[src/rtl/calc_seg7_pkg.sv]
// Shared types and constants for the arithmetic-to-7-segment display block.
package calc_seg7_pkg;

   typedef enum logic [1:0] {
      ST_IDLE = 2'd0,
      ST_CONV = 2'd1,
      ST_UPD  = 2'd2
   } state_e;

   typedef enum logic {
      OP_ADD = 1'b0,
      OP_MUL = 1'b1
   } op_e;

   // Active-low segment patterns, bit 6 = segment a ... bit 0 = segment g.
   localparam logic [6:0] SEG_D0    = 7'h01;
   localparam logic [6:0] SEG_D1    = 7'h4F;
   localparam logic [6:0] SEG_D2    = 7'h12;
   localparam logic [6:0] SEG_D3    = 7'h06;
   localparam logic [6:0] SEG_D4    = 7'h4C;
   localparam logic [6:0] SEG_D5    = 7'h24;
   localparam logic [6:0] SEG_D6    = 7'h60;
   localparam logic [6:0] SEG_D7    = 7'h0F;
   localparam logic [6:0] SEG_D8    = 7'h00;
   localparam logic [6:0] SEG_D9    = 7'h0C;
   localparam logic [6:0] SEG_BLANK = 7'h7F;
   localparam logic [6:0] SEG_MINUS = 7'h7E;

   // Number of decimal digits needed to hold any unsigned value of 'bits' bits.
   function automatic int bcd_digits(input int bits);
      int v;
      int d;
      v = (32'sd1 <<< bits) - 32'sd1;
      d = 32'sd1;
      for (int i = 0; i < 10; i++) begin
         if (v >= 32'sd10) begin
            v = v / 32'sd10;
            d = d + 32'sd1;
         end else begin
            v = v;
         end
      end
      return d;
   endfunction

endpackage

[src/rtl/calc_seg7_bcd_if.sv]
// Request/response and display bundle between the requester and calc_seg7_bcd.
interface calc_seg7_bcd_if #(
   parameter int W      = 3,
   parameter int DIGITS = 2
);
   logic                  start;
   logic                  op;
   logic [W-1:0]          a;
   logic [W-1:0]          b;
   logic                  show;
   logic                  busy;
   logic                  done;
   logic                  ovf;
   logic [7*DIGITS-1:0]   seg;
   logic [DIGITS-1:0]     dp;

   modport master (output start, op, a, b, show, input busy, done, ovf, seg, dp);
   modport slave  (input start, op, a, b, show, output busy, done, ovf, seg, dp);
endinterface

[src/rtl/calc_seg7_bcd_digit_dec.sv]
// One 7-segment digit decoder; blank has priority over minus, minus over the digit.
module seg7_digit_dec
   import calc_seg7_pkg::*;
(
   input  logic [3:0] i_digit,
   input  logic       i_blank,
   input  logic       i_minus,
   output logic [6:0] o_seg
);

   // Select the active-low pattern for this digit position.
   always_comb begin
      o_seg = SEG_BLANK;
      if (i_blank) begin
         o_seg = SEG_BLANK;
      end else if (i_minus) begin
         o_seg = SEG_MINUS;
      end else begin
         case (i_digit)
            4'd0:    o_seg = SEG_D0;
            4'd1:    o_seg = SEG_D1;
            4'd2:    o_seg = SEG_D2;
            4'd3:    o_seg = SEG_D3;
            4'd4:    o_seg = SEG_D4;
            4'd5:    o_seg = SEG_D5;
            4'd6:    o_seg = SEG_D6;
            4'd7:    o_seg = SEG_D7;
            4'd8:    o_seg = SEG_D8;
            4'd9:    o_seg = SEG_D9;
            default: o_seg = SEG_BLANK;
         endcase
      end
   end

endmodule

[src/rtl/calc_seg7_bcd.sv]
// Computes a+b or a*b, converts to BCD by serial double-dabble and drives
// DIGITS 7-segment digits with leading-zero blanking and overflow dashes.
module calc_seg7_bcd
   import calc_seg7_pkg::*;
#(
   parameter int W      = 3,
   parameter int DIGITS = 2,
   parameter int LZB    = 1
)(
   input  logic            clk,
   input  logic            rst_n,
   calc_seg7_bcd_if.slave  bus
);

   localparam int RW = 2 * W;
   localparam int BD = bcd_digits(RW);
   localparam int XD = (BD > DIGITS) ? BD : DIGITS;
   localparam int XW = 4 * XD;
   localparam int CW = $clog2(RW) + 1;
   localparam logic [CW-1:0] LAST_CNT = CW'(RW - 1);

   state_e              r_state, w_state_nxt;
   logic [CW-1:0]       r_cnt, w_cnt_nxt;
   logic [RW-1:0]       r_bin, w_bin_nxt;
   logic [4*BD-1:0]     r_bcd, w_bcd_nxt, w_bcd_adj;
   logic [4*DIGITS-1:0] r_disp, w_disp_nxt, w_disp_new;
   logic                r_busy, w_busy_nxt;
   logic                r_done, w_done_nxt;
   logic                r_ovf, w_ovf_nxt;
   logic [RW-1:0]       w_a_ext, w_b_ext, w_result;
   logic [XW-1:0]       w_bcd_ext;
   logic                w_hi_nz;
   logic [DIGITS-1:0]   w_blank;
   logic                w_zero_run;
   logic [7*DIGITS-1:0] w_seg;

   // Full-width result of the requested operation, never truncated.
   always_comb begin
      w_a_ext = RW'(bus.a);
      w_b_ext = RW'(bus.b);
      if (op_e'(bus.op) == OP_MUL) begin
         w_result = w_a_ext * w_b_ext;
      end else begin
         w_result = w_a_ext + w_b_ext;
      end
   end

   // Add-3 correction, displayable slice of the BCD and overflow detection.
   always_comb begin
      w_bcd_adj = r_bcd;
      for (int i = 0; i < BD; i++) begin
         if (r_bcd[4*i +: 4] >= 4'd5) begin
            w_bcd_adj[4*i +: 4] = r_bcd[4*i +: 4] + 4'd3;
         end else begin
            w_bcd_adj[4*i +: 4] = r_bcd[4*i +: 4];
         end
      end
      w_bcd_ext = XW'(r_bcd);
      w_hi_nz   = 1'b0;
      for (int i = DIGITS; i < XD; i++) begin
         if (w_bcd_ext[4*i +: 4] != 4'd0) begin
            w_hi_nz = 1'b1;
         end else begin
            w_hi_nz = w_hi_nz;
         end
      end
      w_disp_new = w_bcd_ext[4*DIGITS-1:0];
   end

   // Next-state and next-register values for the IDLE/CONV/UPD sequencer.
   always_comb begin
      w_state_nxt = r_state;
      w_cnt_nxt   = r_cnt;
      w_bin_nxt   = r_bin;
      w_bcd_nxt   = r_bcd;
      w_disp_nxt  = r_disp;
      w_busy_nxt  = r_busy;
      w_done_nxt  = 1'b0;
      w_ovf_nxt   = r_ovf;
      case (r_state)
         ST_IDLE: begin
            if (bus.start) begin
               w_state_nxt = ST_CONV;
               w_cnt_nxt   = {CW{1'b0}};
               w_bin_nxt   = w_result;
               w_bcd_nxt   = {(4*BD){1'b0}};
               w_busy_nxt  = 1'b1;
            end else begin
               w_state_nxt = ST_IDLE;
            end
         end
         ST_CONV: begin
            w_bcd_nxt = {w_bcd_adj[4*BD-2:0], r_bin[RW-1]};
            w_bin_nxt = {r_bin[RW-2:0], 1'b0};
            if (r_cnt == LAST_CNT) begin
               w_state_nxt = ST_UPD;
            end else begin
               w_cnt_nxt = r_cnt + {{(CW-1){1'b0}}, 1'b1};
            end
         end
         ST_UPD: begin
            w_disp_nxt  = w_disp_new;
            w_ovf_nxt   = w_hi_nz;
            w_done_nxt  = 1'b1;
            w_busy_nxt  = 1'b0;
            w_cnt_nxt   = {CW{1'b0}};
            w_state_nxt = ST_IDLE;
         end
         default: begin
            w_state_nxt = ST_IDLE;
            w_busy_nxt  = 1'b0;
         end
      endcase
   end

   // Sequencer and display state registers, cleared asynchronously.
   always_ff @(posedge clk or negedge rst_n) begin
      if (!rst_n) begin
         r_state <= ST_IDLE;
         r_cnt   <= {CW{1'b0}};
         r_bin   <= {RW{1'b0}};
         r_bcd   <= {(4*BD){1'b0}};
         r_disp  <= {(4*DIGITS){1'b0}};
         r_busy  <= 1'b0;
         r_done  <= 1'b0;
         r_ovf   <= 1'b0;
      end else begin
         r_state <= w_state_nxt;
         r_cnt   <= w_cnt_nxt;
         r_bin   <= w_bin_nxt;
         r_bcd   <= w_bcd_nxt;
         r_disp  <= w_disp_nxt;
         r_busy  <= w_busy_nxt;
         r_done  <= w_done_nxt;
         r_ovf   <= w_ovf_nxt;
      end
   end

   // Leading-zero blanking from the top digit down; ones digit always shown.
   always_comb begin
      w_zero_run = 1'b1;
      w_blank    = {DIGITS{1'b0}};
      for (int i = DIGITS - 1; i >= 0; i--) begin
         if ((i != 0) && (LZB != 32'sd0) && !r_ovf && w_zero_run &&
             (r_disp[4*i +: 4] == 4'd0)) begin
            w_blank[i] = 1'b1;
         end else begin
            w_blank[i] = 1'b0;
         end
         if (r_disp[4*i +: 4] != 4'd0) begin
            w_zero_run = 1'b0;
         end else begin
            w_zero_run = w_zero_run;
         end
      end
   end

   for (genvar g = 0; g < DIGITS; g++) begin : g_dig
      seg7_digit_dec u_dec (
         .i_digit (r_disp[4*g +: 4]),
         .i_blank (w_blank[g] | ~bus.show),
         .i_minus (r_ovf),
         .o_seg   (w_seg[7*g +: 7])
      );
   end

   assign bus.seg  = w_seg;
   assign bus.dp   = {DIGITS{1'b1}};
   assign bus.busy = r_busy;
   assign bus.done = r_done;
   assign bus.ovf  = r_ovf;

endmodule

[src/flat_wrapper.sv]
// flat-port wrapper written by rule: the top's interface ports become plain ports
module calc_seg7_bcd_flat import calc_seg7_pkg::*;
#(
   parameter int W      = 3,
   parameter int DIGITS = 2,
   parameter int LZB    = 1
)
  (clk, rst_n, bus_start, bus_op, bus_a, bus_b, bus_show, bus_busy, bus_done, bus_ovf, bus_seg, bus_dp);
  calc_seg7_bcd_if #(.W(W), .DIGITS(DIGITS)) bus_i ();
  input  logic clk;
  input  logic rst_n;
  input wire logic [$bits(bus_i.start)-1:0] bus_start;
  input wire logic [$bits(bus_i.op)-1:0] bus_op;
  input wire logic [$bits(bus_i.a)-1:0] bus_a;
  input wire logic [$bits(bus_i.b)-1:0] bus_b;
  input wire logic [$bits(bus_i.show)-1:0] bus_show;
  output wire logic [$bits(bus_i.busy)-1:0] bus_busy;
  output wire logic [$bits(bus_i.done)-1:0] bus_done;
  output wire logic [$bits(bus_i.ovf)-1:0] bus_ovf;
  output wire logic [$bits(bus_i.seg)-1:0] bus_seg;
  output wire logic [$bits(bus_i.dp)-1:0] bus_dp;
  assign bus_i.start = bus_start;
  assign bus_i.op = bus_op;
  assign bus_i.a = bus_a;
  assign bus_i.b = bus_b;
  assign bus_i.show = bus_show;
  assign bus_busy = bus_i.busy;
  assign bus_done = bus_i.done;
  assign bus_ovf = bus_i.ovf;
  assign bus_seg = bus_i.seg;
  assign bus_dp = bus_i.dp;
  calc_seg7_bcd #(.W(W), .DIGITS(DIGITS), .LZB(LZB)) u_core (.clk(clk), .rst_n(rst_n), .bus(bus_i));
endmodule
[config.mk]
export PLATFORM = sky130hd
export DESIGN_NAME = calc_seg7_bcd_flat
export DESIGN_NICKNAME = d
export VERILOG_FILES = /design/src/rtl/calc_seg7_pkg.sv /design/src/rtl/calc_seg7_bcd_if.sv /design/src/rtl/calc_seg7_bcd_digit_dec.sv /design/src/rtl/calc_seg7_bcd.sv /design/src/flat_wrapper.sv
export SDC_FILE = /design/constraint.sdc
export NUM_CORES = 1
export LEC_CHECK = 0
export CAP_MARGIN = 25
export CORE_MARGIN = 4
export CORE_UTILIZATION = 39
export DETAILED_ROUTE_END_ITERATION = 8
export PLACE_DENSITY_LB_ADDON = 0.3
export SETUP_SLACK_MARGIN = 0.02
export SYNTH_ARGS = -nofsm -noshare
export SYNTH_HDL_FRONTEND = slang
export SYNTH_HIERARCHICAL = 1
export SYNTH_SLANG_ARGS = --single-unit
[constraint.sdc]
create_clock -name clk -period 1.9 [get_ports clk]
set_clock_uncertainty 0.2 [all_clocks]
set_input_delay 0.38 -clock clk [delete_from_list [all_inputs] [get_ports clk]]
set_output_delay 0.38 -clock clk [all_outputs]
set_load 0.01 [all_outputs]
==> Word level (Yosys, flattened, before mapping) <==
Memory sizes are Yosys's and may differ from the RTL's.
Index checks and enable logic that the tools add are counted.
{ "classes": {"addsub": 4, "n_mul": 1, "div": 0, "order_cmp": 2, "eq_ne": 6, "shifts": 0, "muxes": 19, "bitwise_logic": 3, "reduce_logical": 7} }
{ "op_table": {"columns": ["cell", "count"], "rows": [
  ["$pmux W8 S2", 1],
  ["$mux W7", 2],
  ["$mux W4", 3],
  ["$mux W6", 2],
  ["$pmux W4 S3", 1],
  ["$pmux W6 S2", 1],
  ["$ge A4 B3 Y1 const B", 2],
  ["$mux W8", 1],
  ["$mul A3 B3 Y6", 1],
  ["$add A3 B3 Y4", 1],
  ["$add A4 B1 Y4 const B", 1],
  ["$add A4 B2 Y4 const B", 1],
  ["$eq A4 B3 Y1 const B", 1],
  ["$logic_not A4 Y1", 1],
  ["$mux W1", 4],
  ["$ne A2 B2 Y1 const B", 2],
  ["$pmux W2 S2", 1],
  ["$reduce_and A2 Y1", 2],
  ["$add A3 B2 Y3 const B", 1],
  ["$mux W3", 1],
  ["$reduce_and A3 Y1", 1],
  ["$reduce_bool A3 Y1", 1],
  ["$eq A2 B1 Y1 const B", 1],
  ["$eq A2 B2 Y1 const B", 1],
  ["7 further kinds", 8]
]} }
{ "word_totals": {"register_bits": 30, "latch_bits": 0, "ram_bits": 0, "rom_bits": 224, "output_inout_bits": 19, "mem_count": 2} }
{ "memory_table": {"columns": ["memory", "depth", "word_bits", "rd", "rd_ports_with_merged_regs", "write_ports", "line", "source"], "rows": [
  ["(no name shown)", 16, 7, 1, 0, 0, "calc_seg7_bcd_digit_dec.sv:19", "case (i_digit)"],
  ["(no name shown)", 16, 7, 1, 0, 0, "calc_seg7_bcd_digit_dec.sv:19", null]
]} }

==> Logic depth before layout (Yosys ltp) <==
Gate-level depths: netlist (run 1).
{ "logic_depth": {"word_depth": 4, "mapped_depth": 9, "mapped_depth_nobuf": 9} }

==> Hierarchy <==
The synthesis (run 1) kept the hierarchy.
{ "modules_own_cells": {"columns": ["mod", "n_inst", "cells_each", "area_each_um2", "seq_area_each_um2"], "rows": [
  ["calc_seg7_bcd", 1, 193, 1869.3, 750.7],
  ["seg7_digit_dec", 2, 35, 239.0, 0.0]
]} }

==> Worst setup path before layout (run 1) <==
Ideal clock, no wire load.
{ "synth_timing": {"path_type": "input to register", "from": "in bus_a[1]", "to": "reg u_core.r_bin[3]", "setup_ns": 0.076, "arrival_ns": 1.855, "t_required_ns": 1.624, "slack_ns": -0.231, "cell_stages": 9, "n_path_buf": 0, "cell_sequence": "ha_1 -> xnor2_1 -> ha_1 -> ha_1 -> inv_1 -> fa_1 -> nand2_1 -> nand3_1 -> o21ai_1"} }
{ "synth_between": {"elab_chain_len": 4, "word_cells_on_any_way": 5, "cone_classes": "1 x add/sub; 1 x mul; 3 x mux"} }
{ "synth_lines": {"columns": ["element", "line", "source"], "rows": [
  ["start, declared", "flat_wrapper.sv:14", "input wire logic [$bits(bus_i.a)-1:0] bus_a;"],
  ["$mul A3 B3 Y6 or $add A3 B3 Y4 (tied branches)", "calc_seg7_bcd.sv:42, calc_seg7_bcd.sv:44", null],
  ["$mux W6 *", "calc_seg7_bcd.sv:41", "if (op_e'(bus.op) == OP_MUL) begin"],
  ["$mux W6 *", "calc_seg7_bcd.sv:82", "if (bus.start) begin"],
  ["$pmux W6 S2 *", "calc_seg7_bcd.sv:80", "case (r_state)"],
  ["end signal, assigned", "calc_seg7_bcd.sv:121", "r_bin <= {RW{1'b0}};"],
  ["end signal, assigned", "calc_seg7_bcd.sv:130", "r_bin <= w_bin_nxt;"],
  ["end, declared", "calc_seg7_bcd.sv:24", "logic [RW-1:0] r_bin, w_bin_nxt;"]
]} }
Every way passes the cells marked *; elsewhere a longest branch is shown, timed or not. The select of a mux whose other input is x is not followed.
A chain may end at the register's enable or synchronous reset.

==> Worst setup path in the final report (run 1) <==
{ "layout_timing": {"from": "reg u_core.r_disp[4]", "to": "out bus_seg[9]"} }
{ "layout_between": {"elab_chain_len": 4, "word_cells_on_any_way": 5, "cone_classes": "2 x mux; 1 x bitwise; 1 x reduce/logical; 1 x memory"} }
{ "layout_lines": {"columns": ["element", "line", "source"], "rows": [
  ["start, declared", "calc_seg7_bcd.sv:26", "logic [4*DIGITS-1:0] r_disp, w_disp_nxt, w_disp_new;"],
  ["start signal, assigned", "calc_seg7_bcd.sv:123", "r_disp <= {(4*DIGITS){1'b0}};"],
  ["start signal, assigned", "calc_seg7_bcd.sv:132", "r_disp <= w_disp_nxt;"],
  ["parallel branches: the longest is 3 deep, another holds $mem_v2 Z16 W7", null, null],
  ["$mux W7 *", "calc_seg7_bcd_digit_dec.sv:14", "if (i_blank) begin"],
  ["end, declared", "flat_wrapper.sv:20", "output wire logic [$bits(bus_i.seg)-1:0] bus_seg;"]
]} }
Mark *: on every way between the ends.

==> flow_summary.ini, run 1 <==
[worst_setup_path]
worstPathArrival_ns = 1.66
cp-end-kind = output port
critPathLaunchType = flip-flop
worst-setup-path-type = reg -> out
worstPathMaxFanout = 4
slowest_stage = dfrtp_2
crit_path_cell_trace = o41ai_4, buf_4, nor3_2, a22oi_1, buf_2
max_stage_delay_ns = 0.44
critPathBufInv = 2
cp.required_ns = 1.32
cp_top_family = compound AO/OA/AOI/OAI gates

[run]
maxCapViolations = 0

[yosys]
synth_edf_count = 0
ys.flop_type = dfrtp_1
synth.distinct_cells = 50
syn_inst = 263
syn_avg_cell_area_um2 = 8.92
synthArstFlopShare_pct = 100
ys_warn_count = 6
synthTopCellsByCount = dfrtp_1, nand2_1, ha_1
synth_sequential_area_ratio_pct = 32.0
synth_area_leaders = dfrtp_1, ha_1, nand2_1
syn_area_um2 = 2350
synth_top_area_cell = dfrtp_1
synth_top_area_share_pct = 32.0
yosys_register_bits = 30
synthMostInstantiatedCell = dfrtp_1

[sta]
setup_viol = 15
slew_headroom_pct = 61.3
holdWs_ns = 0.285
setup_tns_ns = -2.23
slew_viol_final = 0
rsz0062_at_grt = yes
worst_slack_ns = -0.342
max_freq_mhz = 446
layout_min_cycle_time_ns = 2.24
period_share_pct = 118
hold_viol_final = 0
worst_slew_pin_slew_ns = 0.580

[drt]
topRoutingLayerUsed = met4
viasPerCell = 5.08
post_drt_wl_per_cell_um = 12.8
firstDrtPassIters = 4
vias = 2056
wl_met2_mm = 2.65
drc = 0
drt-total-wl_mm = 5.18
drt_iter0_drc = 99
met3_length_um = 257
ant_nets = 0
wl_met1_mm = 2.22

[die]
fp.dieArea_um2 = 7320
rows = 27
start_util_pct = 41.4
die_x_um = 85.6
io_pins = 30
dieHeight_um = 85.6
core_area_um2 = 5680

[power]
leakagePower_nw = 1.43
ir_drop_mv = 0.794
powerDensity_nw_per_um2 = 1330

[clock_tree]
cts_buffers = 5
ctsLongestPathBuffers = 2
cts_max_level = 2
cts.sinks = 30
cts_tree = done
cts_root_buf = clkbuf_8
cts.clk_slew.worst_paths_ns = 0.06
hold_buffers = 0
insertion_delay_ns = 0.27

[finish]
nets = 371
layout-drive-gt1-share_pct = 35.4
area_delta_synth_final_pct = 37.3
diodes = 0
fill_cells = 492
post-route-util_pct = 56.8

[placement]
portBuffers = 26
gp_congestion = 0.866
hpwl_mm = 3.60

[grt]
gr-total-overflow = 0
antenna_found_initial = 0
grt_pass1_wl_mm = 8.84
grt_max_degree = 31
grt_pass1_vias = 2032
grt.total_usage_pct = 14.7

[hold_path]
min_path_type = in -> async

[run_status]
status = finished, violations left
violations = negative setup slack
==> power breakdown <==
group          total (mW)  switching (mW)  internal, mW
combinational        2.60            1.27          1.34
sequential           1.18           0.285         0.893
clock               0.497           0.219         0.279
total                4.28            1.77          2.51
==> cell usage in the layout, fill, tap and decap left out, drive strengths merged, types with 5 or more instances in the layout <==
master / Yosys / final
nor3: 5 / 5
o21ai: 28 / 28
ha: 24 / 24
nand2: 27 / 27
nor2b: 7 / 7
clkdlybuf4s50: 0 / 5
o22ai: 8 / 8
dfrtp: 30 / 30
and2: 5 / 5
nand2b: 9 / 9
a21oi: 9 / 9
inv: 23 / 23
clkbuf: 0 / 6
o211ai: 6 / 6
a22oi: 9 / 9
conb: 2 / 11
nor2: 13 / 13
buf: 14 / 61
==> cell type report <==
class	instances	area [um2]	share of cell area, %
multi-input cells	205	1650	51.2
flip-flops and latches	30	756	23.5
repair buffers	69	551	17.1
inverters	23	93.8	2.91
well taps	72	90.1	2.80
clock buffers	6	82.6	2.56
==> layer usage <==
metal  GRT usage (%)  vias to the layer above
met1            16.8                      962
met3            3.36                        7
met2            27.2                       40
met5               0                        -
met4            4.32                        0
li1                -                     1047
==> flip-flops by register name, summed over array words and instances (netlist names) <==
name / flops
u_core/bus.busy: 1
u_core/bus.done: 1
u_core/r_bcd: 8
u_core/r_bin: 6
u_core/r_cnt: 4
u_core/r_disp: 8
u_core/r_state: 2
==> final timing paths <==
path | startpoint | depth (start not counted) | slack [ns] | to
max | u_core/r_disp[4] | 5 | -0.34 | bus_seg[9]
min | rst_n | 2 | 0.29 | u_core/r_bin[0]
max reg2reg | u_core/r_state[0] | 3 | 0.20 | u_core/r_bin[3]
min reg2reg | u_core/r_bin[2] | 2 | 0.29 | u_core/r_bin[2]
max in group asynchronous | rst_n | 2 | 0.91 | u_core/r_disp[3]
min in group clk | u_core/r_bin[2] | 2 | 0.29 | u_core/r_bin[2]
==> logic make-up (layout without fill, tap and decap cells) <==
group	Yosys count	after routing	share of synthesized area, %
multiplexers	3	3	1.39
AO/OA/AOI/OAI	81	81	23.1
XOR/XNOR	6	6	2.88
AND/OR/NAND/NOR	78	78	17.6
flip-flops	30	30	32.0
buffers and inverters	37	98	8.21
other	2	11	0.320
adder cells (fa/ha/maj)	26	26	14.5
==> timing repair <==
action                                  in CTS  in global routing
endpoints found under the setup margin      19                 16
pin swaps                                   26                 12
gates resized for setup                    125                 11
buffers inserted                            12                  3
==> per-stage QoR <==
| stage | std cells | cell area, um2 | setup slack (ns) | total power [mW] |
|---|---|---|---|---|
| floorplan | 272 | 2420 | -0.157 | 2.69 |
| CTS | 403 | 3190 | -0.343 | 4.19 |
| global route | 405 | 3220 | -0.449 | 4.67 |
| detailed placement | 385 | 2900 | -0.743 | 3.39 |
| global placement | 385 | 2900 | -0.694 | 3.33 |
| finish | 405 | 3220 | -0.342 | 4.28 |
Power figures use the tool's default switching activity.
==> run 2, diff against run 1 <==
--- a/config.mk
+++ b/config.mk
@@ -6,9 +6,10 @@
 export NUM_CORES = 1
 export LEC_CHECK = 0
 export CAP_MARGIN = 25
-export CORE_MARGIN = 4
+export CORE_MARGIN = 2
 export CORE_UTILIZATION = 39
 export DETAILED_ROUTE_END_ITERATION = 8
+export GPL_ROUTABILITY_DRIVEN = 0
 export PLACE_DENSITY_LB_ADDON = 0.3
 export SETUP_SLACK_MARGIN = 0.02
 export SYNTH_ARGS = -nofsm -noshare
==> flow_summary.ini, run 2 (synthesized netlist as in run 1, its figures left out) <==
[die]
start_util_pct = 39.9
rows = 28
dieHeight_um = 81.6
die_x_um = 81.6
io_pins = 30
core_area_um2 = 5890
fp.dieArea_um2 = 6660

[worst_setup_path]
critPathLaunchType = flip-flop
r2r_end = u_core/r_bin[3]
max_stage_delay_ns = 0.44
worst-setup-path-type = reg -> out
worstPathMaxFanout = 4
crit_path_cell_trace = o41ai_4, buf_4, nor3_4, a22oi_2, buf_2
rr_startpoint = u_core/r_state[0]
worstPathArrival_ns = 1.62
worstRegToRegCells = 3
slowest_stage = dfrtp_2
cp.required_ns = 1.32
rrSetupSlack_ns = 0.26
cp-end-kind = output port

[finish]
top_regs = u_core/r_bcd: 8 flops, u_core/r_disp: 8 flops, u_core/r_bin: 6 flops
diodes = 0
final_common_cell = buf_4
layout-drive-gt1-share_pct = 37.0
area_delta_synth_final_pct = 37.7
fill_cells = 553
final_cell_mix = buf_4, nand2_1, dfrtp_1
nets = 368

[grt]
grt_pass1_wl_mm = 8.62
gr-total-overflow = 0
antenna_found_initial = 0
grt.total_usage_pct = 16.6
grt_max_degree = 31
grt_pass1_vias = 2002

[drt]
viasPerCell = 5.01
drt-total-wl_mm = 4.96
drt_iter0_drc = 80
post_drt_wl_per_cell_um = 12.2
vias = 2028
firstDrtPassIters = 4
drc = 0
ant_nets = 0

[power]
p_sw_mw = 1.78
p_int_mw = 2.51
p_comb_share_pct = 60.4
powerDensity_nw_per_um2 = 1330
leakagePower_nw = 1.42
ir_drop_mv = 0.632
pwr-share-clk_pct = 11.7
p_sw_share_pct = 41.4
power_frac_seq_pct = 27.9

[run]
maxCapViolations = 0

[placement]
pre_cts_ws_ns = -0.762
hpwl_mm = 3.50
portBuffers = 26

[sta]
slew_headroom_pct = 66.1
holdWs_ns = 0.281
layout_min_cycle_time_ns = 2.20
period_share_pct = 116
worst_slew_pin_slew_ns = 0.509
worst_slack_ns = -0.302
setup_tns_ns = -2.58
slew_viol_final = 0
max_freq_mhz = 454
hold_viol_final = 0
rsz0062_at_grt = yes
setup_viol = 15

[clock_tree]
cts.clk_slew.worst_paths_ns = 0.06
cts_max_level = 2
cts_tree = done
hold_buffers = 0
cts_buffers = 5
cts_root_buf = clkbuf_8
cts.sinks = 30
insertion_delay_ns = 0.28
ctsLongestPathBuffers = 2

[run_status]
status = finished, violations left
violations = negative setup slack

[hold_path]
min_path_type = in -> async
==> run 2: changes by cell type in the layout (fill, tap and decap cells not counted), sizes merged <==
cell | previous run | this run
buf | 61 | 58
==> run 2: power groups by stage <==
stage                     registers (mW)  logic [mW]  clock network (mW)
after global placement              1.18        2.12                   0
after floorplan                     1.11        1.58                   0
after global routing                1.24        2.90               0.548
after CTS                           1.18        2.40               0.520
after detailed placement            1.19        2.16                   0
final                               1.19        2.59               0.503
==> run 2: stage by stage <==
stage / area, um2 / instances / total power [mW] / util, %
after detailed placement: 2880 / 387 / 3.35 / 48.9
final: 3230 / 405 / 4.28 / 54.9
after CTS: 3100 / 403 / 4.11 / 52.7
after floorplan: 2420 / 272 / 2.69 / -
after global routing: 3230 / 405 / 4.68 / 54.9
after global placement: 2880 / 387 / 3.30 / 48.9
==> run 2: worst max-delay path by stage <==
| stage | from | slack, ns | cells past startpoint | to |
|---|---|---|---|---|
| final | u_core/r_disp[5] | -0.30 | 5 | bus_seg[13] |
| after global routing | u_core/r_disp[5] | -0.40 | 5 | bus_seg[13] |
| after CTS | u_core/r_disp[4] | -0.32 | 5 | bus_seg[13] |
| after detailed placement | bus_a[1] | -0.76 | 10 | u_core/r_bin[3] |
| after global placement | bus_a[1] | -0.69 | 10 | u_core/r_bin[3] |
| after floorplan | bus_a[1] | -0.16 | 9 | u_core/r_bin[3] |
==> run 2: cell type report <==
cell class | count | area, um2 | area share, %
Tap cell | 75 | 93.8 | 2.90
Sequential cell | 30 | 757 | 23.4
Inverter | 23 | 88.8 | 2.75
Multi-Input combinational cell | 205 | 1700 | 52.5
Clock buffer | 6 | 82.6 | 2.56
Timing Repair Buffer | 66 | 512 | 15.8
==> run 2: per-layer routing <==
layer | part of all wire (%) | track usage, % | wire length (um)
met5 | 0 | 0 | 0
met4 | 1.6 | 6.33 | 80
met3 | 3.9 | 3.74 | 194
met2 | 51 | 30.3 | 2520
met1 | 44 | 18.7 | 2170
==> run 2: critical path, delay by kind of cell, from the launching register on <==
family | cells | cell delay, ns
simple gates | 1 | 0.04
buf+inv | 2 | 0.34
flops | 1 | 0.44
compound gates | 2 | 0.53
==> run 2: repair_timing <==
| action | CTS | global route |
|---|---|---|
| setup buffers | 11 | 3 |
| gates resized for setup | 117 | 26 |
| setup endpoints to repair | 19 | 17 |
| pin swaps | 19 | 18 |
| gates cloned | 0 | 0 |
